==> src/rtl/team_08_lcd_bus_arbiter.sv <==
// team_08_lcd_bus_arbiter: round-robin owner selection and 8080-style write sequencing for the shared display bus
module team_08_lcd_bus_arbiter #(
  parameter int NREQ      = 3,
  parameter int DW        = 8,
  parameter int WR_CYCLES = 2,
  parameter int MAX_BURST = 16
) (
  input  logic                    clk,
  input  logic                    nrst,
  input  logic                    en,
  input  logic [NREQ-1:0]         req,
  input  logic [NREQ*DW-1:0]      req_data,
  input  logic [NREQ-1:0]         req_dc,
  input  logic [NREQ-1:0]         req_lock,
  output logic [NREQ-1:0]         ack,
  output logic [$clog2(NREQ)-1:0] owner,
  output logic                    busy,
  output logic [DW-1:0]           lcd_data,
  output logic                    lcd_dc,
  output logic                    lcd_cs_n,
  output logic                    lcd_wr_n
);
  localparam int IW = $clog2(NREQ);
  localparam int BW = $clog2(MAX_BURST + 1);
  typedef enum logic [1:0] {IDLE, SETUP, STROBE, HOLD} state_t;
  state_t          state_q, state_d;
  logic [IW-1:0]   last_q, last_d, owner_q, owner_d, win, sel, idx;
  logic [BW-1:0]   burst_q, burst_d;
  logic [3:0]      cnt_q, cnt_d;
  logic [DW-1:0]   data_q;
  logic            dc_q, cs_n_q, wr_n_q, busy_q, win_vld, chain, load;
  logic [NREQ-1:0] ack_q;
  logic [DW-1:0]   words [NREQ];

  for (genvar g = 0; g < NREQ; g++) begin : g_words
    assign words[g] = req_data[g*DW +: DW];
  end

  assign chain = en & req[owner_q] & req_lock[owner_q] & (burst_q < BW'(MAX_BURST));

  // round-robin search: first requester after the last grant; the loop runs backwards so the nearest one wins
  always_comb begin
    win     = '0;
    win_vld = 1'b0;
    idx     = '0;
    for (int o = NREQ; o >= 1; o--) begin
      idx = IW'((int'(last_q) + o) % NREQ);
      if (req[idx]) begin
        win     = idx;
        win_vld = 1'b1;
      end
    end
  end

  // next-state: grant from IDLE, fixed-length word phases, chain or release at the end of HOLD
  always_comb begin
    state_d = state_q;
    owner_d = owner_q;
    last_d  = last_q;
    burst_d = burst_q;
    cnt_d   = cnt_q;
    load    = 1'b0;
    sel     = owner_q;
    case (state_q)
      IDLE: if (en && win_vld) begin
        state_d = SETUP;
        load    = 1'b1;
        sel     = win;
        owner_d = win;
        last_d  = win;
        burst_d = BW'(1);
      end
      SETUP: begin
        state_d = STROBE;
        cnt_d   = 4'(WR_CYCLES - 1);
      end
      STROBE: begin
        state_d = (cnt_q == 4'd0) ? HOLD : STROBE;
        cnt_d   = cnt_q - 4'd1;
      end
      HOLD: if (chain) begin
        state_d = SETUP;
        load    = 1'b1;
        burst_d = burst_q + BW'(1);
      end else begin
        state_d = IDLE;
      end
      default: state_d = IDLE;
    endcase
  end

  // state and registered pin drive; strobes are decoded from the next state so every output is a flop
  always_ff @(posedge clk or negedge nrst) begin
    if (!nrst) begin
      state_q <= IDLE;
      last_q  <= IW'(NREQ - 1);
      owner_q <= '0;
      burst_q <= '0;
      cnt_q   <= '0;
      data_q  <= '0;
      dc_q    <= 1'b0;
      ack_q   <= '0;
      cs_n_q  <= 1'b1;
      wr_n_q  <= 1'b1;
      busy_q  <= 1'b0;
    end else begin
      state_q <= state_d;
      last_q  <= last_d;
      owner_q <= owner_d;
      burst_q <= burst_d;
      cnt_q   <= cnt_d;
      data_q  <= load ? words[sel] : data_q;
      dc_q    <= load ? req_dc[sel] : dc_q;
      ack_q   <= load ? NREQ'(1) << sel : '0;
      cs_n_q  <= state_d == IDLE;
      wr_n_q  <= state_d != STROBE;
      busy_q  <= state_d != IDLE;
    end
  end

  assign ack      = ack_q;
  assign owner    = owner_q;
  assign busy     = busy_q;
  assign lcd_data = data_q;
  assign lcd_dc   = dc_q;
  assign lcd_cs_n = cs_n_q;
  assign lcd_wr_n = wr_n_q;
endmodule
==> config.mk <==
export PLATFORM = sky130hd
export DESIGN_NAME = team_08_lcd_bus_arbiter
export DESIGN_NICKNAME = d
export VERILOG_FILES = /design/src/rtl/team_08_lcd_bus_arbiter.sv
export SDC_FILE = /design/constraint.sdc
export NUM_CORES = 1
export LEC_CHECK = 0
export BUFFER_PORTS_ARGS = -buffer_cell sky130_fd_sc_hd__buf_2
export CORE_MARGIN = 5
export CORE_UTILIZATION = 38
export CTS_BUF_LIST = sky130_fd_sc_hd__clkbuf_2 sky130_fd_sc_hd__clkbuf_4 sky130_fd_sc_hd__clkbuf_8
export DETAILED_ROUTE_END_ITERATION = 7
export PLACE_DENSITY = 0.74
export SYNTH_ARGS = -nofsm -noshare
export SYNTH_HDL_FRONTEND = slang
export SYNTH_SLANG_ARGS = --single-unit
==> constraint.sdc <==
create_clock -name clk -period 3.2 [get_ports clk]
set_input_delay 0.96 -clock clk [delete_from_list [all_inputs] [get_ports clk]]
set_output_delay 0.96 -clock clk [all_outputs]
set_load 0.01 [all_outputs]
==> impl_metrics.ini, run 1 <==
[global_routing]
grt_pass1_vias = 1637
antenna_found_initial = 0
overflow = 0
grt_use_total_pct = 15.0
grt_max_degree = 31
grt_pass1_wl_um = 7410

[cells_and_area]
multi_input_area_um2 = 906
area_growth_pct = 22.5
fillers = 444
antenna_cells = 0
drive_above_1_share_pct = 31.0
seq_area_um2 = 754
layout.nets = 283

[clock_tree]
cts_setup_buffers = 0
cts_tree = done
clock_sinks = 30
clk_path_buf_depth = 2
clock_tree.htree_level_count = 2
clock_latency_ps = 280
cts_buffers = 5
clkTransAtPathRegs_ps = 60
hold_buffers = 0
cts_resized = 0
clock-root-buffer = clkbuf_8

[synth]
synth_cell_types = 45
synth.cell_area_mm2 = 0.00178
synth_warnings = 0
synth-edff-count = 0
synthFlopType = dfrtp_1
yosysSeqAreaShare_pct = 42.3
synth-seq-cells = 30
syn_inst = 183
async_reset_ff_share_pct = 100
syn_area_per_cell_um2 = 9.74
syn_nets = 228

[floorplan]
num_rows = 25
boundaryPins = 53
start_util_pct = 38.5
chipWidth_um = 78.5
dieArea_mm2 = 0.00616
die_height_um = 78.5
core-area_mm2 = 0.00463

[worst_setup_path]
r2r_setup_slack_ps = 410
crit_required_ps = 3330
r2r.worst_path.cells = 7
cp_cell_sequence = ha_1 -> nor2b_1 -> o21ai_0 -> a211oi_1 -> a311oi_4 -> mux2i_1 -> o221ai_1
max_stage_delay_ps = 750
cp_slowest_cell = a311oi_4
crit_path_end = lcd_data[5]
critPathKind = flip-flop to flip-flop
crit_start = last_q[1]
r2r_end = lcd_data[5]
crit_path_end_kind = flip-flop
start_kind = flip-flop
reg2reg_from = last_q[1]
arrival_ps = 2920
cp_max_fo = 13

[placement]
globalplace.congestion = 0.890
dpl.hpwl_um = 3160
port_buffers = 52

[route]
drt_pass1_iterations = 4
routed_via_density = 5.28
drt-total-wl_um = 4180
drc_errors = 0
initialDrtViolationCount = 98
ant_nets = 0
vias = 1547
wl_per_cell_um = 14.3

[outcome]
status = completed

[timing]
report.final.slew_viol_count = 0
tightest_slew_ps = 824
setup_viol_count_final = 0
fin_tns_setup_ps = 0
hold_viol_final = 0
fin_skew_ps = 3.99
finalCritPeriodShare_pct = 87.2
fin_crit_ps = 2790
rsz0062_at_grt = no
slew_headroom_pct = 45.1
fmax_mhz = 359

[pwr]
p_total_mw = 2.06
p_leak_nw = 1.10
cellPowerDensity_mw_per_mm2 = 943
ir_worst_vdd_mv = 0.443

[flow_run]
max-cap-violations = 0

[min_path]
hp-class = flip-flop to flip-flop
==> placed cells by master, fill, tap and decap left out, types with 5 or more instances in the layout <==
| cell type | instances |
|---|---|
| a21oi_1 | 5 |
| buf_2 | 52 |
| clkbuf_8 | 6 |
| dfrtp_1 | 27 |
| ha_1 | 9 |
| inv_1 | 23 |
| mux2i_1 | 13 |
| nand2_1 | 8 |
| nand3_1 | 13 |
| nor2_1 | 8 |
| nor2b_1 | 9 |
| o21ai_0 | 10 |
| o221ai_1 | 9 |
==> layout make-up <==
cell class,count,share of cell area [%]
well taps,54,3.09
flip-flops and latches,30,34.5
clock inverters,1,0.229
inverters,23,3.95
multi-input cells,124,41.5
clock buffers,7,4.12
repair buffers,54,12.6
==> synthesized netlist by cell type, drive strengths merged, types with 2 or more instances <==
master / instances / area share [%]
a21o: 2 / 0.84
a21oi: 5 / 1.4
a22oi: 2 / 1.1
a311oi: 2 / 2.3
buf: 5 / 1.8
dfrtp: 27 / 38
dfstp: 3 / 4.4
ha: 9 / 6.3
inv: 23 / 4.8
mux2: 2 / 1.3
mux2i: 13 / 7.3
nand2: 8 / 1.7
nand2b: 2 / 0.70
nand3: 13 / 3.6
nand3b: 3 / 1.3
nor2: 8 / 1.7
nor2b: 9 / 3.2
nor3: 3 / 0.84
o211ai: 2 / 0.84
o21a: 4 / 1.8
o21ai: 12 / 3.4
o221ai: 9 / 4.4
or2: 3 / 1.1
==> critical path: cells and delay by family (launching register included) <==
kind                       cells  cell delay (ps)
AOI/OAI and AO/OA              4             1270
muxes                          1              280
DFF                            1              550
and+or+nand+nor                1              180
adders and majority gates      1              350
==> stage by stage <==
step	cells	setup WS, ps	hold slack (ps)	area [um2]	util, %
after detailed placement	285	248	495	2090	45.1
after global routing	293	231	549	2180	47.2
after CTS	293	377	509	2180	47.2
final	293	411	508	2180	47.2
after floorplan	183	890	457	1780	-
after global placement	285	378	488	2090	45.1
==> worst min path at each step <==
stage | start | endpoint | slack [ps] | depth (start not counted)
global placement | burst_q[1] | burst_q[1] | 490 | 2
floorplan | burst_q[4] | burst_q[4] | 460 | 2
detailed placement | burst_q[1] | burst_q[1] | 500 | 2
global route | last_q[0] | last_q[0] | 550 | 1
CTS | burst_q[1] | burst_q[1] | 510 | 2
finish | last_q[0] | last_q[0] | 510 | 1
==> cell families (layout without fill, tap and decap cells) <==
kind of cell,after synthesis,after routing,synth area share (%)
AND/OR/NAND/NOR,53,53,15.6
AO/OA/AOI/OAI,47,47,20.4
flip-flops,30,30,42.3
buffers and inverters,29,85,6.88
multiplexers,15,15,8.56
adder cells (fa/ha/maj),9,9,6.32
==> report_power, final <==
part / total [mW] / switching [mW] / internal (mW)
clock: 0.318 / 0.136 / 0.182
combinational: 1.12 / 0.644 / 0.471
sequential: 0.628 / 0.0927 / 0.535
==> flip-flops by register name, indices dropped and copies added (netlist names) <==
| signal | cells |
|---|---|
| lcd_data | 8 |
| burst_q | 5 |
| cnt_q | 4 |
| ack | 3 |
| last_q | 2 |
| owner | 2 |
| state_q | 2 |
| busy | 1 |
| lcd_cs_n | 1 |
| lcd_dc | 1 |
| lcd_wr_n | 1 |
==> layer usage <==
metal / vias to the layer above / share of wire, % / GRT usage (%)
li1: 767 / - / -
met2: 39 / 48 / 24.0
met5: - / 0 / 0
met1: 739 / 46 / 19.4
met3: 2 / 6.0 / 5.16
met4: 0 / 0.19 / 3.67
No activity file was read; power rests on OpenSTA's default activity.
==> run 2, diff against run 1 <==
CTS_BUF_LIST = not set   (was sky130_fd_sc_hd__clkbuf_2 sky130_fd_sc_hd__clkbuf_4 sky130_fd_sc_hd__clkbuf_8)
==> run 2 against run 1 <==
Non-clock buffer count is the same. Clock power down 3%. Flip-flop and latch count unchanged. Maximum frequency down 0.11%. Die area unchanged. Global-route usage about the same. Sequential share of layout area is 0.060 points higher. Critical path type unchanged. Register-to-register slack about the same. First-iteration DRC count fell by 7.1%. Combinational power about the same. Cell area is 0.17% lower. Clock-buffer cell count is the same. Highest routed layer unchanged.
==> impl_metrics.ini, run 2 (synthesis gave the netlist of run 1 again) <==
[floorplan]
chipWidth_um = 78.5
die_height_um = 78.5
start_util_pct = 38.5
num_rows = 25
boundaryPins = 53
dieArea_mm2 = 0.00616
core-area_mm2 = 0.00463

[route]
ant_nets = 0
wl_per_cell_um = 14.3
route.met3.wl_um = 256
drt_pass1_iterations = 4
initialDrtViolationCount = 91
m1WireLength_um = 1900
routed_via_density = 5.34
route.met2.wl_um = 2030
drt-total-wl_um = 4190
top_layer = met4
drc_errors = 0
vias = 1565

[placement]
dp_cells = 285
pre_cts_ws_ps = 248
dpl.hpwl_um = 3160
globalplace.congestion = 0.890
postPlaceCellArea_mm2 = 0.00209
port_buffers = 52

[pwr]
internal-power_mw = 1.18
seq_power_share_pct = 30.6
combPwrFrac_pct = 54.3
power_switching_mw = 0.873
ir_worst_vdd_mv = 0.442
cellPowerDensity_mw_per_mm2 = 941
sw_frac_of_total_pct = 42.5
clockPowerShare_pct = 15.1
p_leak_nw = 1.10

[worst_setup_path]
cp_top_family = compound AO/OA/AOI/OAI gates
cp_cell_sequence = ha_1 -> nor2b_1 -> o21ai_0 -> a211oi_1 -> a311oi_4 -> mux2i_1 -> o221ai_1
arrival_ps = 2920
crit_path_end_kind = flip-flop
cp_slowest_cell = a311oi_4
critPathBufInv = 0
start_kind = flip-flop
max_stage_delay_ps = 760
crit_required_ps = 3330
critPathKind = flip-flop to flip-flop
cp_max_fo = 13

[clock_tree]
cts_tree = done
cts_resized = 0
clk_path_buf_depth = 2
hold_buffers = 0
clkTransAtPathRegs_ps = 60
cts_buffers = 5
clock-root-buffer = clkbuf_8
cts_setup_buffers = 0
clock_tree.htree_level_count = 2
clock_sinks = 30
clock_latency_ps = 280

[timing]
fin_skew_ps = 4.24
rsz0062_at_grt = no
slew_headroom_pct = 44.8
setup_viol_count_final = 0
fmax_mhz = 358
hold_viol_final = 0
fin_crit_ps = 2790
report.final.slew_viol_count = 0
finalCritPeriodShare_pct = 87.3
worst_slack_ps = 408
tightest_slew_ps = 829
fin_tns_setup_ps = 0

[min_path]
hp-class = flip-flop to flip-flop

[cells_and_area]
largest_register_ffs = 8
final_common_cell = buf_2
layout.nets = 283
fin_area_mm2 = 0.00218
antenna_cells = 0
final_cell_mix = buf_2, dfrtp_1, inv_1
final_util_pct = 47.1
area_growth_pct = 22.3
drive_above_1_share_pct = 30.5
finalNonFillerCells = 293

[global_routing]
grt_use_total_pct = 15.0
grt_pass1_vias = 1638
grt_pass1_wl_um = 7400
antenna_found_initial = 0
grt_max_degree = 31
overflow = 0

[outcome]
status = completed

[flow_run]
max-cap-violations = 0
## run 2: per-layer routing
layer	GRT usage, %	up-vias
met1	19.3	753
met3	5.16	2
li1	-	768
met5	0	-
met4	3.67	0
met2	24.0	42
## run 2: worst min-delay path: stages, from the launching register on
cell,delay (ps)
dfrtp_1,370
nand2_1,60
nand2_1,50
## run 2: final cells by class
type	instances	area [um2]
fillers	444	2450
multi-input cells	124	906
flip-flops and latches	30	754
repair buffers	54	275
clock buffers	7	86.3
inverters	23	86.3
well taps	54	67.6
clock inverters	1	5.00
## run 2: path summary, 6_finish.rpt
kind | startpoint | end | slack, ps | depth (start not counted)
max in group asynchronous | nrst | owner[1] | 2050 | 1
min in group asynchronous | nrst | ack[1] | 710 | 1
setup / recovery | last_q[1] | lcd_data[5] | 410 | 7
hold reg to reg | burst_q[1] | burst_q[1] | 510 | 2
setup reg to reg | last_q[1] | lcd_data[5] | 410 | 7
hold / removal | burst_q[1] | burst_q[1] | 510 | 2
## run 2: power by group through the flow
stage	clock network (mW)	logic, mW	registers (mW)
after floorplan	0	0.806	0.660
after global placement	0	1.08	0.632
after detailed placement	0	1.12	0.631
after CTS	0.319	1.13	0.626
after global routing	0.344	1.25	0.647
final	0.309	1.12	0.628
## run 2: stage by stage
stage	hold WS, ps	power, mW
after detailed placement	495	1.75
final	507	2.05
after floorplan	457	1.47
after global placement	488	1.71
after global routing	549	2.24
after CTS	509	2.07
